<file path="src/rtl/modmul_multiplier.sv">
// Sequential radix-4 shift-add multiplier feeding the modulus reducer.
// Each MULT cycle consumes one 2-bit digit of a. The result is handed over only while the reducer is idle.
//
// state | meaning
// IDLE  | waiting for ready_in; product_out holds the last result
// MULT  | accumulating one radix-4 partial product per cycle
// DONE  | result ready; waiting for the reducer to go idle
module modmul_multiplier #(
    parameter int WIDTH = 16
) (
    input  logic                 clk_in,
    input  logic                 rst_in,
    input  logic                 ready_in,
    input  logic [WIDTH-1:0]     a_in,
    input  logic [WIDTH-1:0]     b_in,
    input  logic                 downstream_busy_in,
    output logic [2*WIDTH-1:0]   product_out,
    output logic                 busy_out,
    output logic                 valid_out
);

    localparam int DIGITS = WIDTH / 2;
    localparam int CW     = $clog2(DIGITS);
    localparam logic [CW-1:0] LAST_DIGIT = CW'(DIGITS - 1);

    typedef enum logic [1:0] {
        S_IDLE = 2'd0,
        S_MULT = 2'd1,
        S_DONE = 2'd2
    } state_t;

    state_t               r_state;
    state_t               w_state_nxt;
    logic [WIDTH-1:0]     r_a_sr;
    logic [WIDTH-1:0]     r_b;
    logic [2*WIDTH-1:0]   r_acc;
    logic [CW-1:0]        r_cnt;
    logic [2*WIDTH-1:0]   r_product;
    logic                 r_valid;

    logic                 w_capture;
    logic                 w_step;
    logic                 w_deliver;
    logic [2*WIDTH-1:0]   w_b_ext;
    logic [2*WIDTH-1:0]   w_digit_ext;
    logic [2*WIDTH-1:0]   w_pp;
    logic [CW:0]          w_shamt;
    logic [2*WIDTH-1:0]   w_pp_shifted;

    always_ff @(posedge clk_in or negedge rst_in) begin
        if (!rst_in) begin
            r_state <= S_IDLE;
        end else begin
            r_state <= w_state_nxt;
        end
    end

    always_comb begin
        w_state_nxt = r_state;
        case (r_state)
            S_IDLE: if (ready_in)              w_state_nxt = S_MULT;
            S_MULT: if (r_cnt == LAST_DIGIT)   w_state_nxt = S_DONE;
            S_DONE: if (!downstream_busy_in)   w_state_nxt = S_IDLE;
            default:                           w_state_nxt = S_IDLE;
        endcase
    end

    always_comb begin
        w_capture = 1'b0;
        w_step    = 1'b0;
        w_deliver = 1'b0;
        busy_out  = 1'b0;
        case (r_state)
            S_IDLE: w_capture = ready_in;
            S_MULT: begin
                w_step   = 1'b1;
                busy_out = 1'b1;
            end
            S_DONE: begin
                w_deliver = !downstream_busy_in;
                busy_out  = 1'b1;
            end
            default: ;
        endcase
    end

    // Partial product is built at full product width so the shift never truncates.
    assign w_b_ext      = {{WIDTH{1'b0}}, r_b};
    assign w_digit_ext  = {{(2*WIDTH-2){1'b0}}, r_a_sr[1:0]};
    assign w_pp         = w_b_ext * w_digit_ext;
    assign w_shamt      = {r_cnt, 1'b0};
    assign w_pp_shifted = w_pp << w_shamt;

    always_ff @(posedge clk_in or negedge rst_in) begin
        if (!rst_in) begin
            r_a_sr    <= '0;
            r_b       <= '0;
            r_acc     <= '0;
            r_cnt     <= '0;
            r_product <= '0;
            r_valid   <= 1'b0;
        end else begin
            r_valid <= w_deliver;
            if (w_deliver) begin
                r_product <= r_acc;
            end
            if (w_capture) begin
                r_a_sr <= a_in;
                r_b    <= b_in;
                r_acc  <= '0;
                r_cnt  <= '0;
            end else if (w_step) begin
                r_acc  <= r_acc + w_pp_shifted;
                r_a_sr <= r_a_sr >> 2;
                r_cnt  <= r_cnt + CW'(1);
            end
        end
    end

    assign product_out = r_product;
    assign valid_out   = r_valid;

endmodule

</file>
<file path="config.mk">
export PLATFORM = sky130hd
export DESIGN_NAME = modmul_multiplier
export DESIGN_NICKNAME = d
export VERILOG_FILES = /design/src/rtl/modmul_multiplier.sv
export SDC_FILE = /design/constraint.sdc
export NUM_CORES = 1
export LEC_CHECK = 0
export CAP_MARGIN = 10
export CORE_UTILIZATION = 60
export CTS_CLUSTER_SIZE = 24
export DETAILED_ROUTE_END_ITERATION = 10
export GPL_TIMING_DRIVEN = 0
export PLACE_DENSITY = 0.83
export SETUP_SLACK_MARGIN = 0.3
export SYNTH_ARGS = -nofsm -noshare
export SYNTH_HDL_FRONTEND = slang
export SYNTH_SLANG_ARGS = --single-unit
</file>
<file path="constraint.sdc">
create_clock -name clk_in -period 16.5 [get_ports clk_in]
set_clock_uncertainty 0.15 [all_clocks]
set_input_delay 4.125 -clock clk_in [delete_from_list [all_inputs] [get_ports clk_in]]
set_output_delay 4.125 -clock clk_in [all_outputs]
set_load 0.02 [all_outputs]
</file>
Word level (Yosys, flattened, before mapping)
Cells that the tools add are included.

Flip-flop bits (word level): 102. Latch bits: 0. Bits in writable memories: 0. Bits in read-only memories: 0. Bits of input ports: 36. Output and inout port bits: 34. Word-level logic and storage cells: 36. Memories kept: 0.

Add/sub/neg operators: 2. $mul: 1. Div/mod/pow operators: 0. Order comparisons: 0. Equal/unequal tests: 6. Shifts and indexed selects: 1. Muxes and demuxes: 14. Bitwise logic cells: 0. Reductions and logical operators: 5.

Operators by type and width (count): $mux 32 (2); $add 32x32->32 (1); $mux 16 (2); $shl 18x4->32 (1); $mul 16x2->18 (1); $mux 2 (3); $mux 3 (2); $ne 2x2->1 const B (3); $pmux 2 s3 (1); $mux 1 (4); $add 3x1->3 const B (1); $eq 3x3->1 const B (1); $reduce_and 3->1 (1); $eq 2x1->1 const B (1); $eq 2x2->1 const B (1); $logic_not 2->1 (1); $reduce_bool 2->1 (1); $reduce_or 2->1 (1); $logic_not 1->1 (1).

Longest topological paths before layout
Word-level depth: 5. Depth in mapped cells: 24. Gate-level depth less buffers: 23.

Least setup slack after synthesis
OpenSTA, ideal clock, no wires.

Kind: reg-to-reg. Start point: register r_a_sr[0]. End point: register r_acc[31]. Setup time: 74 ps. Data arrival time: 5200 ps. Required time: 16276 ps. Slack: 11076 ps. Stages on the path, launching flop included: 25. Path buffers: 2. Period minus slack after synthesis: 5424 ps. Cell sequence: dfrtp_1 > clkbuf_1 > clkbuf_1 > nand2_1 > inv_1 > ha_1 > a21oi_1 > o21ai_1 > a21oi_1 > o32ai_1 > a21bo_1 > a21oi_1 > xnor2_1 > mux2_1 > mux4_2 > ha_1 > a21oi_1 > o21ai_1 > o211a_1 > o21ai_0 > o311ai_4 > a31o_4 > a2111o_1 > a311o_1 > o21ai_2.

Longest elaborated chain between the ends: 5.

Ends and longest elaborated chain: from (decl) (RTL line 34) `logic [WIDTH-1:0] r_a_sr;`; from (signal assigned) (RTL line 108) `r_a_sr <= a_in;`; from (signal assigned) (RTL line 114) `r_a_sr <= r_a_sr >> 2;`; $mul 16x2->18 (RTL line 90) `assign w_pp = w_b_ext * w_digit_ext;`; $shl 18x4->32 (RTL line 92) `assign w_pp_shifted = w_pp << w_shamt;`; $add 32x32->32 (RTL line 113) `r_acc <= r_acc + w_pp_shifted;`; $mux 32 (RTL line 112) `end else if (w_step) begin`; $mux 32 (RTL line 107) `if (w_capture) begin`; to (signal assigned) (RTL line 113); to (decl) (RTL line 36) `logic [2*WIDTH-1:0] r_acc;`.

Every way passes these cells. The select of a mux whose other input is x is not followed. A chain may end at the register's enable or synchronous reset.

Worst setup path in the final report
Ends and elaborated chain as after synthesis.

==> qor.csv <==
stage,metric,value,unit
run_status,outcome,"finished, violations left",
run_status,failing checks,DRC,
clock_network,clk sink count,102,
clock_network,htree depth,3,
power,Leak,4.06,nW
detailed_routing,DRT Wirelength,19300,um
power,Comb pwr share,63.7,%
die,die width,112,um
setup_path,Crit path buffers/inverters,3,
place,Port Buf Inserts,69,
cells_and_area,Post-Layout Cell Count,1033,
cells_and_area,Nets,978,
synthesis,"count leader, synth",nand2_1,
synthesis,library cells used by synthesis,71,
cells_and_area,diode count,0,
synthesis,#FFs+latches synth,102,
die,die footprint,12600,um2
timing,final hold violations,0,
die,Initial Utilization,62.7,%
timing,Setup TNS,0,ns
synthesis,Main synth FF type,dfrtp_1,
setup_path,cell chain of the critical path,"clkbuf_1, clkbuf_1, and2_1, ha_1, a211oi_1, inv_1, o311ai_4, a21boi_1, o211ai_1, o21ai_0, a222oi_1, o21ai_0, o21ai_0, ha_1, nand2_1, nor2_1, o211a_1, o21ai_0, o311ai_4, a31o_4, a2111o_1, a311o_1, o21ai_2",
timing,f_max,155,MHz
setup_path,WP data required,16.65,ns
clock_network,CTS Root Buffer Type,clkbuf_16,
setup_path,CP max FO,10,
setup_path,CP startpoint kind,flop,
synthesis,synth top area cells,"dfrtp_1 (35%), ha_1 (9.4%), mux2_2 (6.0%), mux2i_1 (5.8%), nand2_1 (5.7%)",
detailed_routing,DRC Markers,5,
grt,first-pass GRT wire length,31400,um
power,pwr/cell area,206,nW/um2
place,gpl congestion,0.928,
synthesis,Syn Inst Count,804,
die,row count,39,
timing,Worst-Margin Slew,0.843,ns
timing,max-slew violations,0,
clock_network,post-cts sizing count,0,
place,HPWL Detailed,14800,um
power,Reg power frac,24.1,%
clock_network,"Clk pin slew, worst setup/hold paths",0.08,ns
grt,vias in the first global route,6332,
setup_path,most frequent cell on the critical path,o21ai_0,
clock_network,CTS max path bufs,2,
synthesis,"EDFF count, synth",0,
clock_network,# Post-CTS Setup Buffers,0,
setup_path,critical path arrival,6.61,ns
timing,Final Cycle Share,39.2,%
grt,Total Routing Usage GR,32.0,%
synthesis,leading area contributor after synthesis,dfrtp_1,
detailed_routing,wire length per cell,18.7,um
synthesis,register area share after synthesis,35.0,%
job,max cap viols,0,
detailed_routing,vias per cell,6.14,
detailed_routing,drt first-iter violations,454,
power,Peak VDD IR,0.109,mV
synthesis,asr flop ratio synth,100,%
grt,pin count of the biggest net entering global routing,60,
clock_network,clk_lat worst skew,0.36,ns
power,Clk pwr share,12.2,%
worst_hold_path,Min-Delay Path Class,reg -> reg,
cells_and_area,ratio of cells with drive above 1 in the final layout,8.20,%
clock_network,# hold bufs at CTS,0,
setup_path,critical path type,reg -> reg,
setup_path,Worst path top cell family by delay,compound AO/OA/AOI/OAI gates,
power,switching power,0.838,mW
cells_and_area,Layout Area Growth over Synthesis,16.4,%
timing,RSZ-0062 raised after global routing,false,
clock_network,cts bufs inserted,9,
setup_path,slowest stage cell on the critical path,a222oi_1,
die,io pins,70,
power,Int Power,0.913,mW
grt,initial antenna violation count,0,
detailed_routing,first drt pass iteration count,8,
detailed_routing,Vias,6346,
timing,Final min period,6.46,ns
synthesis,post-synth top area share,35.0,%
place,placed insts,1017,
timing,Setup Viol. Count Final,0,
die,core area,11600,um2
synthesis,synth cell count leaders,"nand2_1 (110), dfrtp_1 (102), nor2_1 (68)",
power,total power draw,1.75,mW
setup_path,Worst Setup End Kind,flop,
synthesis,Yosys warnings,0,
clock_network,CTS tree,done,
die,die height,112,um
timing,Rel. slew slack,43.8,%
power,Sw Share,47.9,%
detailed_routing,Final ANT Viol Nets,0,
grt,GR Overflow Total,0,
synthesis,"Avg Cell Area, Syn",9.06,um2
synthesis,Post-Syn Nets,897,
setup_path,"slowest stage delay, CP",0.61,ns
synthesis,Mapped Area,7290,um2
==> layout by cell type, fill, tap and decap left out, drive strengths merged, types with 3 or more instances in the layout <==
cell type,count
o311ai,3
buf,7
o211ai,4
inv,24
clkbuf,45
o21a,6
o21bai,5
nand2,110
xor2,17
nor2b,4
nand2b,4
xnor2,21
o22ai,4
a21o,20
nand4b,3
mux2i,42
nor2,68
or3,5
clkdlybuf4s50,68
and3,5
nand3,15
nand4,7
a21oi,48
a31oi,8
nor3,4
ha,55
o21ai,58
and2,33
mux2,40
a211oi,7
dfrtp,102
clkinv,6
==> logic make-up (layout without fill, tap and decap cells) <==
group	count (synthesis)	after routing	synth area share [%]
buf+inv	64	150	3.31
fa+ha+maj	57	57	9.99
xor+xnor	38	38	4.57
simple gates	267	267	16.7
compound gates	192	192	17.8
flops	102	102	35.0
mux	84	84	12.6
==> flip-flops by register name, summed over array words and instances, names as in the netlist <==
register     cells
r_a_sr          16
product_out     32
r_acc           32
r_b             16
valid_out        1
r_state          2
r_cnt            3
==> final timing paths <==
| check | slack [ns] | endpoint | cells past startpoint | start |
|---|---|---|---|---|
| hold / removal | 0.35 | r_b[10] | 2 | r_b[10] |
| hold reg to reg | 0.35 | r_b[10] | 2 | r_b[10] |
| max in group asynchronous | 11.88 | r_a_sr[3] | 2 | rst_in |
| setup / recovery | 10.04 | r_acc[31] | 23 | r_a_sr[0] |
| setup reg to reg | 10.04 | r_acc[31] | 23 | r_a_sr[0] |
| min in group asynchronous | 3.61 | r_state[1] | 1 | rst_in |
==> stage by stage <==
step | hold WS [ns] | instance area, um2 | utilization, % | worst slack [ns]
6_report | 0.347 | 8490 | 73.1 | 10.04
3_3_place_gp | 0.323 | 8160 | 70.2 | 7.51
3_5_place_dp | 0.329 | 8180 | 70.4 | 9.89
5_1_grt | 0.379 | 8490 | 73.1 | 9.66
2_1_floorplan | 0.302 | 7290 | - | 11.08
4_1_cts | 0.349 | 8490 | 73.1 | 10.06
==> per-layer routing <==
| metal | GRT usage [%] | up-vias | share of wire, % |
|---|---|---|---|
| li1 | - | 3014 | - |
| met1 | 38.6 | 3070 | 43 |
| met2 | 55.3 | 214 | 49 |
| met3 | 5.62 | 48 | 4.8 |
| met4 | 16.4 | 0 | 3.5 |
| met5 | 0 | - | 0 |
==> power by group through the flow <==
stage               Combinational, mW  Sequential [mW]  Clock (mW)
global placement                 1.05            0.418           0
floorplan                       0.760            0.438           0
global route                     1.21            0.433       0.225
detailed placement               1.09            0.424           0
finish                           1.11            0.422       0.214
CTS                              1.11            0.421       0.218
==> worst reg2reg max path: cells and delay by family (launching register included) <==
| kind | cells | cell delay, ns |
|---|---|---|
| DFF | 1 | 0.32 |
| adders and majority gates | 2 | 0.66 |
| buffers and inverters | 3 | 0.84 |
| and+or+nand+nor | 3 | 0.37 |
| AOI/OAI and AO/OA | 15 | 4.04 |
==> area by class of cell <==
cell class              instances  area (um2)
clock inverters                 7        78.8
repair buffers                 70         716
clock buffers                   9         225
plain buffers                  41         155
inverters                      23        86.3
well taps                     143         179
fillers                       869        3130
flip-flops and latches        102        2550
multi-input cells             638        4490
(Power assumes the default switching activity.)
